File: src/rtl/display_pkg.sv
// Shared display constants and helpers for the 640x480@60 Hz VGA path.
// Holds the default timing, coordinate widths and game-area geometry.
package display_pkg;

  localparam int unsigned H_ACTIVE = 640;
  localparam int unsigned H_FP     = 16;
  localparam int unsigned H_SYNC   = 96;
  localparam int unsigned H_BP     = 48;
  localparam int unsigned H_TOTAL  = H_ACTIVE + H_FP + H_SYNC + H_BP;

  localparam int unsigned V_ACTIVE = 480;
  localparam int unsigned V_FP     = 10;
  localparam int unsigned V_SYNC   = 2;
  localparam int unsigned V_BP     = 33;
  localparam int unsigned V_TOTAL  = V_ACTIVE + V_FP + V_SYNC + V_BP;

  localparam int unsigned CNT_W     = 10;
  localparam int unsigned COORD_X_W = 10;
  localparam int unsigned COORD_Y_W = 9;
  localparam int unsigned RGB_W     = 24;

  // Game area: 320x220 source image, doubled on both axes.
  localparam int unsigned GAME_W     = 320;
  localparam int unsigned GAME_H     = 220;
  localparam int unsigned GAME_SCALE = 2;
  localparam int unsigned GAME_PIX_W = GAME_W * GAME_SCALE;
  localparam int unsigned GAME_PIX_H = GAME_H * GAME_SCALE;

  typedef struct packed {
    logic [7:0] r;
    logic [7:0] g;
    logic [7:0] b;
  } rgb_t;

  // Half-open window test: lo <= val < hi.
  function automatic logic in_window(input logic [CNT_W-1:0] val,
                                     input logic [CNT_W-1:0] lo,
                                     input logic [CNT_W-1:0] hi);
    return (val >= lo) && (val < hi);
  endfunction

endpackage

File: src/rtl/display_axis_counter.sv
// Modulo-N position counter with enable and synchronous reset.
// wrap_o flags the terminal count, i.e. the next enabled edge returns to 0.
module display_axis_counter
  import display_pkg::*;
#(
  parameter int unsigned MODULUS = H_TOTAL,
  parameter int unsigned WIDTH   = CNT_W
) (
  input  logic             clk_i,
  input  logic             rst_i,
  input  logic             en_i,
  output logic [WIDTH-1:0] cnt_o,
  output logic             wrap_o
);

  localparam logic [WIDTH-1:0] LAST = WIDTH'(MODULUS - 1);

  logic [WIDTH-1:0] cnt_q, cnt_d;

  always_comb begin
    cnt_d = cnt_q;
    if (en_i) begin
      cnt_d = (cnt_q == LAST) ? '0 : cnt_q + WIDTH'(1);
    end
  end

  always_ff @(posedge clk_i) begin
    if (rst_i) begin
      cnt_q <= '0;
    end else begin
      cnt_q <= cnt_d;
    end
  end

  assign cnt_o  = cnt_q;
  assign wrap_o = (cnt_q == LAST);

endmodule

File: src/rtl/vga_timing_gen.sv
// VGA pixel-timing generator: position counters, active-area coordinates and a
// registered output stage that keeps colour, sync and blank aligned at the DAC.
module vga_timing_gen
  import display_pkg::*;
#(
  parameter int unsigned H_ACTIVE = display_pkg::H_ACTIVE,
  parameter int unsigned H_FP     = display_pkg::H_FP,
  parameter int unsigned H_SYNC   = display_pkg::H_SYNC,
  parameter int unsigned H_BP     = display_pkg::H_BP,
  parameter int unsigned V_ACTIVE = display_pkg::V_ACTIVE,
  parameter int unsigned V_FP     = display_pkg::V_FP,
  parameter int unsigned V_SYNC   = display_pkg::V_SYNC,
  parameter int unsigned V_BP     = display_pkg::V_BP
) (
  input  logic                 i_clk,
  input  logic                 i_rst,
  input  logic                 i_pix_en,
  input  logic [RGB_W-1:0]     i_rgb,
  output logic [COORD_X_W-1:0] o_x,
  output logic [COORD_Y_W-1:0] o_y,
  output logic                 o_frame_start,
  output logic [7:0]           o_vga_r,
  output logic [7:0]           o_vga_g,
  output logic [7:0]           o_vga_b,
  output logic                 o_vga_hs,
  output logic                 o_vga_vs,
  output logic                 o_vga_blank_n,
  output logic                 o_vga_sync_n
);

  localparam int unsigned H_TOT = H_ACTIVE + H_FP + H_SYNC + H_BP;
  localparam int unsigned V_TOT = V_ACTIVE + V_FP + V_SYNC + V_BP;

  localparam logic [CNT_W-1:0] H_ACT_C = CNT_W'(H_ACTIVE);
  localparam logic [CNT_W-1:0] V_ACT_C = CNT_W'(V_ACTIVE);
  localparam logic [CNT_W-1:0] HS_LO   = CNT_W'(H_ACTIVE + H_FP);
  localparam logic [CNT_W-1:0] HS_HI   = CNT_W'(H_ACTIVE + H_FP + H_SYNC);
  localparam logic [CNT_W-1:0] VS_LO   = CNT_W'(V_ACTIVE + V_FP);
  localparam logic [CNT_W-1:0] VS_HI   = CNT_W'(V_ACTIVE + V_FP + V_SYNC);

  logic [CNT_W-1:0] h_cnt, v_cnt;
  logic             h_wrap, v_wrap;
  logic             v_en;
  logic             active;

  assign v_en = i_pix_en && h_wrap;

  display_axis_counter #(
    .MODULUS(H_TOT),
    .WIDTH  (CNT_W)
  ) u_h_cnt (
    .clk_i (i_clk),
    .rst_i (i_rst),
    .en_i  (i_pix_en),
    .cnt_o (h_cnt),
    .wrap_o(h_wrap)
  );

  display_axis_counter #(
    .MODULUS(V_TOT),
    .WIDTH  (CNT_W)
  ) u_v_cnt (
    .clk_i (i_clk),
    .rst_i (i_rst),
    .en_i  (v_en),
    .cnt_o (v_cnt),
    .wrap_o(v_wrap)
  );

  assign active = (h_cnt < H_ACT_C) && (v_cnt < V_ACT_C);
  assign o_x    = active ? h_cnt[COORD_X_W-1:0] : '0;
  assign o_y    = active ? v_cnt[COORD_Y_W-1:0] : '0;

  rgb_t rgb_q, rgb_d;
  logic hs_q, hs_d;
  logic vs_q, vs_d;
  logic blank_n_q, blank_n_d;
  logic frame_start_q, frame_start_d;

  // Output stage samples the current position, so it lags o_x/o_y by one enable.
  always_comb begin
    rgb_d         = rgb_q;
    hs_d          = hs_q;
    vs_d          = vs_q;
    blank_n_d     = blank_n_q;
    frame_start_d = i_pix_en && h_wrap && v_wrap;
    if (i_pix_en) begin
      rgb_d     = active ? rgb_t'(i_rgb) : '0;
      hs_d      = !in_window(h_cnt, HS_LO, HS_HI);
      vs_d      = !in_window(v_cnt, VS_LO, VS_HI);
      blank_n_d = active;
    end
  end

  always_ff @(posedge i_clk) begin
    if (i_rst) begin
      rgb_q         <= '0;
      hs_q          <= 1'b1;
      vs_q          <= 1'b1;
      blank_n_q     <= 1'b0;
      frame_start_q <= 1'b0;
    end else begin
      rgb_q         <= rgb_d;
      hs_q          <= hs_d;
      vs_q          <= vs_d;
      blank_n_q     <= blank_n_d;
      frame_start_q <= frame_start_d;
    end
  end

  assign o_vga_r       = rgb_q.r;
  assign o_vga_g       = rgb_q.g;
  assign o_vga_b       = rgb_q.b;
  assign o_vga_hs      = hs_q;
  assign o_vga_vs      = vs_q;
  assign o_vga_blank_n = blank_n_q;
  assign o_frame_start = frame_start_q;
  assign o_vga_sync_n  = 1'b0;

endmodule

File: config.mk
export PLATFORM = sky130hd
export DESIGN_NAME = vga_timing_gen
export DESIGN_NICKNAME = d
export VERILOG_FILES = /design/src/rtl/display_pkg.sv /design/src/rtl/display_axis_counter.sv /design/src/rtl/vga_timing_gen.sv
export SDC_FILE = /design/constraint.sdc
export NUM_CORES = 1
export LEC_CHECK = 0
export ABC_AREA = 0
export CAP_MARGIN = 30
export CORE_ASPECT_RATIO = 0.5
export CORE_MARGIN = 2
export CORE_UTILIZATION = 45
export CTS_CLUSTER_SIZE = 10
export DETAILED_ROUTE_END_ITERATION = 10
export DONT_BUFFER_PORTS = 1
export PLACE_DENSITY_LB_ADDON = 0.2
export SYNTH_ARGS = -nofsm -noshare
export SYNTH_HDL_FRONTEND = slang
export SYNTH_SLANG_ARGS = --single-unit
File: constraint.sdc
create_clock -name i_clk -period 3.51 [get_ports i_clk]
set_input_delay 0.702 -clock i_clk [delete_from_list [all_inputs] [get_ports i_clk]]
set_output_delay 0.702 -clock i_clk [all_outputs]
set_load 0.005 [all_outputs]
==> summary.md <==
| Metric | Value |
|---|---|
| Total power draw | `931 uW` |
| Number of global-route vias before repair | `between 1500 and 2000` |
| Kind of capture point of the worst setup path | `output pin` |
| Fraction of the mapped netlist area in simple logic gates | `33.8%` |
| Endpoint of the lowest-slack register-to-register path | `u_v_cnt.cnt_o[9]$_SDFFE_PP0P_` |
| Critical path data required time | `2810 ps` |
| Hold endpoint | `o_vga_r[2]$_SDFFE_PP0P_` |
| Unrepaired setup endpoints after global routing | `no` |
| Wirelength per Cell | `around 15 um` |
| Avg Cell Area, Syn | `8.37 um^2` |
| Cell-internal power | `about 720 uW` |
| Total power per unit cell area | `around 400 mW/mm^2` |
| Area share of fa/ha/maj cells after synthesis | `under 10%` |
| Xor-xnor portion of the synthesized cell area | `roughly 4.2%` |
| Worst hold-check slack | `~460 ps` |
| Sw Pwr | `212 uW` |
| Post-synthesis cell type count | `37` |
| Worst-skew pair later-pin latency | `300 ps` |
| Cell count after synthesis | `272` |
| DP HPWL | `3270 um` |
| Sum of overflow across all layers after global routing | `0` |
| Compound-gate portion of the synthesized area | `around a tenth` |
| Chip width | `approximately 100 um` |
| Post-layout util | `a little under half` |
| Count of flip-flops with a built-in enable after synthesis | `0` |
| CTS Root Cell | `clkbuf_8` |
| Hold Crit Class | `input pin to register` |
| # DRC | `0` |
| Overall fraction of global-route tracks in use | `around 17%` |
| Cell Rows | `18` |
| Total negative setup slack | `0 ps` |
| Wire length of the first global-routing pass | `7560 um` |
| Ratio of cells with drive above 1 in the final layout | `between 5 and 6%` |
| Nets@finish | `286` |
| Top FF cell, synth | `dfxtp_1` |
| Remaining antenna violation count | `0` |
| Crit Reg-Reg Startpoint | `u_h_cnt.cnt_o[0]$_SDFFE_PP0P_` |
| Share of synthesized registers carrying an async set or reset | `0%` |
| Number of vias per cell after detailed routing | `around 5.4` |
| WS Path Type | `register to output pin` |
| Deepest clock path buffer count | `2` |
| Final-report setup violation count | `0` |
| Leakage power summed over all cells | `around 0.79 nW` |
| Total count of max-transition violations in the final report | `0` |
| Largest vdd supply drop | `approximately 0.16 mV` |
| Starting Density | `46.4%` |
| Sequential element share of the synthesized area | `around 42%` |
| Proportion of synthesized area in mux cells | `less than 1%` |
| CTS tree | `yes` |
| Setup slack of the worst register-to-register path | `between 1500 and 2000 ps` |
| Finished Layout Cells | `around 330` |
| Placeable core region | `between 0.004 and 0.005 mm^2` |
| Vertical extent of the die | `54.3 um` |
| Fraction of post-synthesis cell area in the top cell type by area | `between 40% and 50%` |
| Maximum net fanout on the critical path | `27` |
| Logic pwr share | `under 10%` |
| Status | `finished clean` |
| Final Hold Vio Count | `0` |
| Peak Freq | `about 380 MHz` |
| Post CTS Setup Buffer Count | `0` |
| Number of top-level pins | `75` |
| Cell area after layout | `roughly 0.0023 mm^2` |
| Dominant combinational cell family by area after synthesis | `simple AND/OR/NAND/NOR gates` |
| Cell Count Post-Placement | `around 320` |
| Number of iterations in the first detailed-routing pass | `4` |
| Via count of the routed design | `~1800` |
| Antenna violations before repair | `0` |
| Biggest area contributors in the synthesized netlist | `dfxtp_1 (42%), nand2b_1 (7.1%), a21oi_1 (7.0%), nand3_1 (6.4%), and2_1 (4.1%)` |
| Gp weighted congestion | `approximately 0.81` |
| Cts-stage hold buffer count | `0` |
| Final WS setup | `about 870 ps` |
| Number of max-capacitance violations reported | `0` |
| Clock Pin Slew Worst Setup and Hold Paths | `approximately 90 ps` |
| Period utilisation layout | `~75%` |
| Worst slack at placement | `about 1200 ps` |
| Netlist area before placement | `0.00228 mm^2` |
| Largest net degree at the start of global routing | `60` |
| Number of design-rule violations left by the first detailed-router iteration | `76` |
| Die Footprint | `~0.0057 mm^2` |
| H-tree depth reported by CTS | `2` |
| Count of cells along the worst hold path | `1` |
| Startpoint type of the worst setup path | `register` |
| TritonCTS Sinks | `48` |
| Sequential share of power | `roughly 62%` |
| Top cell type by total area after synthesis | `dfxtp_1` |
| Most used cells in the layout excluding fill and tap cells | `dfxtp_1 (48), a21oi_1 (32), nand3_1 (29)` |
| Count of cells resized by post-cts repair | `0` |
| Switch share | `between 20% and 30%` |
| Port buffer count | `0` |
| Layout overhead on the synthesized area | `2.53%` |
| Part of the power in the clock network | `33.8%` |
| N_diodes | `0` |
| Post-route minimum period | `2640 ps` |
| Cell depth of the worst flop-to-flop path | `5` |
| Wirelength, routed | `4750 um` |
| Number of register bits inferred by synthesis | `48` |
| Fin Clk Skew | `14.1 ps` |
| Net count after synthesis | `303` |
| Start point of the worst hold path | `i_rst` |
| Count of warnings emitted by yosys | `0` |
| Arrival @ worst endpoint | `just under 2000 ps` |
| Commonest non-fill, non-tap cell in the layout | `dfxtp_1` |
| Placed instance area | `0.00225 mm^2` |
| Number of CTS-inserted buffers | `5` |
==> synth_stat cells, drive strengths merged, types with 2 or more instances <==
cell type	number
buf	13
and3	2
dfxtp	48
ha	4
or3	5
and4	4
xor2	5
inv	5
nand2	9
clkbuf	12
a21oi	32
xnor2	6
mux2i	2
nand2b	26
o21ai	5
and2	15
nand3	29
nor3	6
nor4	5
or4	2
or2	2
nor2	17
o31ai	2
nand4	7
==> worst max path at each step <==
stage | from | endpoint | slack [ps] | cells past startpoint
global route | u_v_cnt.cnt_o[8]$_SDFFE_PP0P_ | o_y[5] | 690 | 4
global placement | u_v_cnt.cnt_o[8]$_SDFFE_PP0P_ | o_y[7] | 1230 | 4
floorplan | u_v_cnt.cnt_o[5]$_SDFFE_PP0P_ | o_x[5] | 1500 | 6
finish | u_v_cnt.cnt_o[8]$_SDFFE_PP0P_ | o_y[5] | 870 | 4
CTS | u_v_cnt.cnt_o[8]$_SDFFE_PP0P_ | o_y[5] | 830 | 4
detailed placement | u_v_cnt.cnt_o[8]$_SDFFE_PP0P_ | o_y[5] | 1160 | 4
==> cells by family after synthesis <==
family,Yosys count
xor+xnor,11
mux,2
compound gates,43
other cells,1
flops,48
fa+ha+maj,4
buf+inv,30
simple gates,133
==> state kept, by name, indices dropped and copies added (netlist names) <==
register,flops
o_vga_b,8
u_v_cnt.cnt_o,10
o_vga_hs,1
o_vga_blank_n,1
u_h_cnt.cnt_o,10
o_frame_start,1
o_vga_vs,1
o_vga_r,8
o_vga_g,8
==> power groups by stage <==
stage	Sequential, mW	Combinational (mW)	Clock, mW
after global routing	0.580	0.0448	0.342
final	0.578	0.0387	0.314
after global placement	0.591	0.0381	0
after floorplan	0.587	0.0464	0
after CTS	0.578	0.0395	0.322
after detailed placement	0.591	0.0394	0
==> area by class of cell <==
class	count	area, um^2
clock buffers	5	68.8
repair buffers	1	7.51
fillers	493	2570
well taps	70	87.6
clock inverters	2	12.5
flip-flops and latches	48	961
inverters	5	18.8
multi-input cells	194	1180
==> worst max-delay path, cell delays in order, from the launching register on <==
cell and delay [ps]:
dfxtp_1 360, and4_1 300, nor3_4 440, buf_4 360, and2_1 190
==> per-layer routing <==
metal	wire (um)	global-route usage (%)	vias up
met2	2080	29.5	42
met3	392	7.14	4
met4	20	4.00	0
li1	-	-	895
met5	0	0	-
met1	2260	20.0	814
No activity file was read; power rests on OpenSTA's default activity.
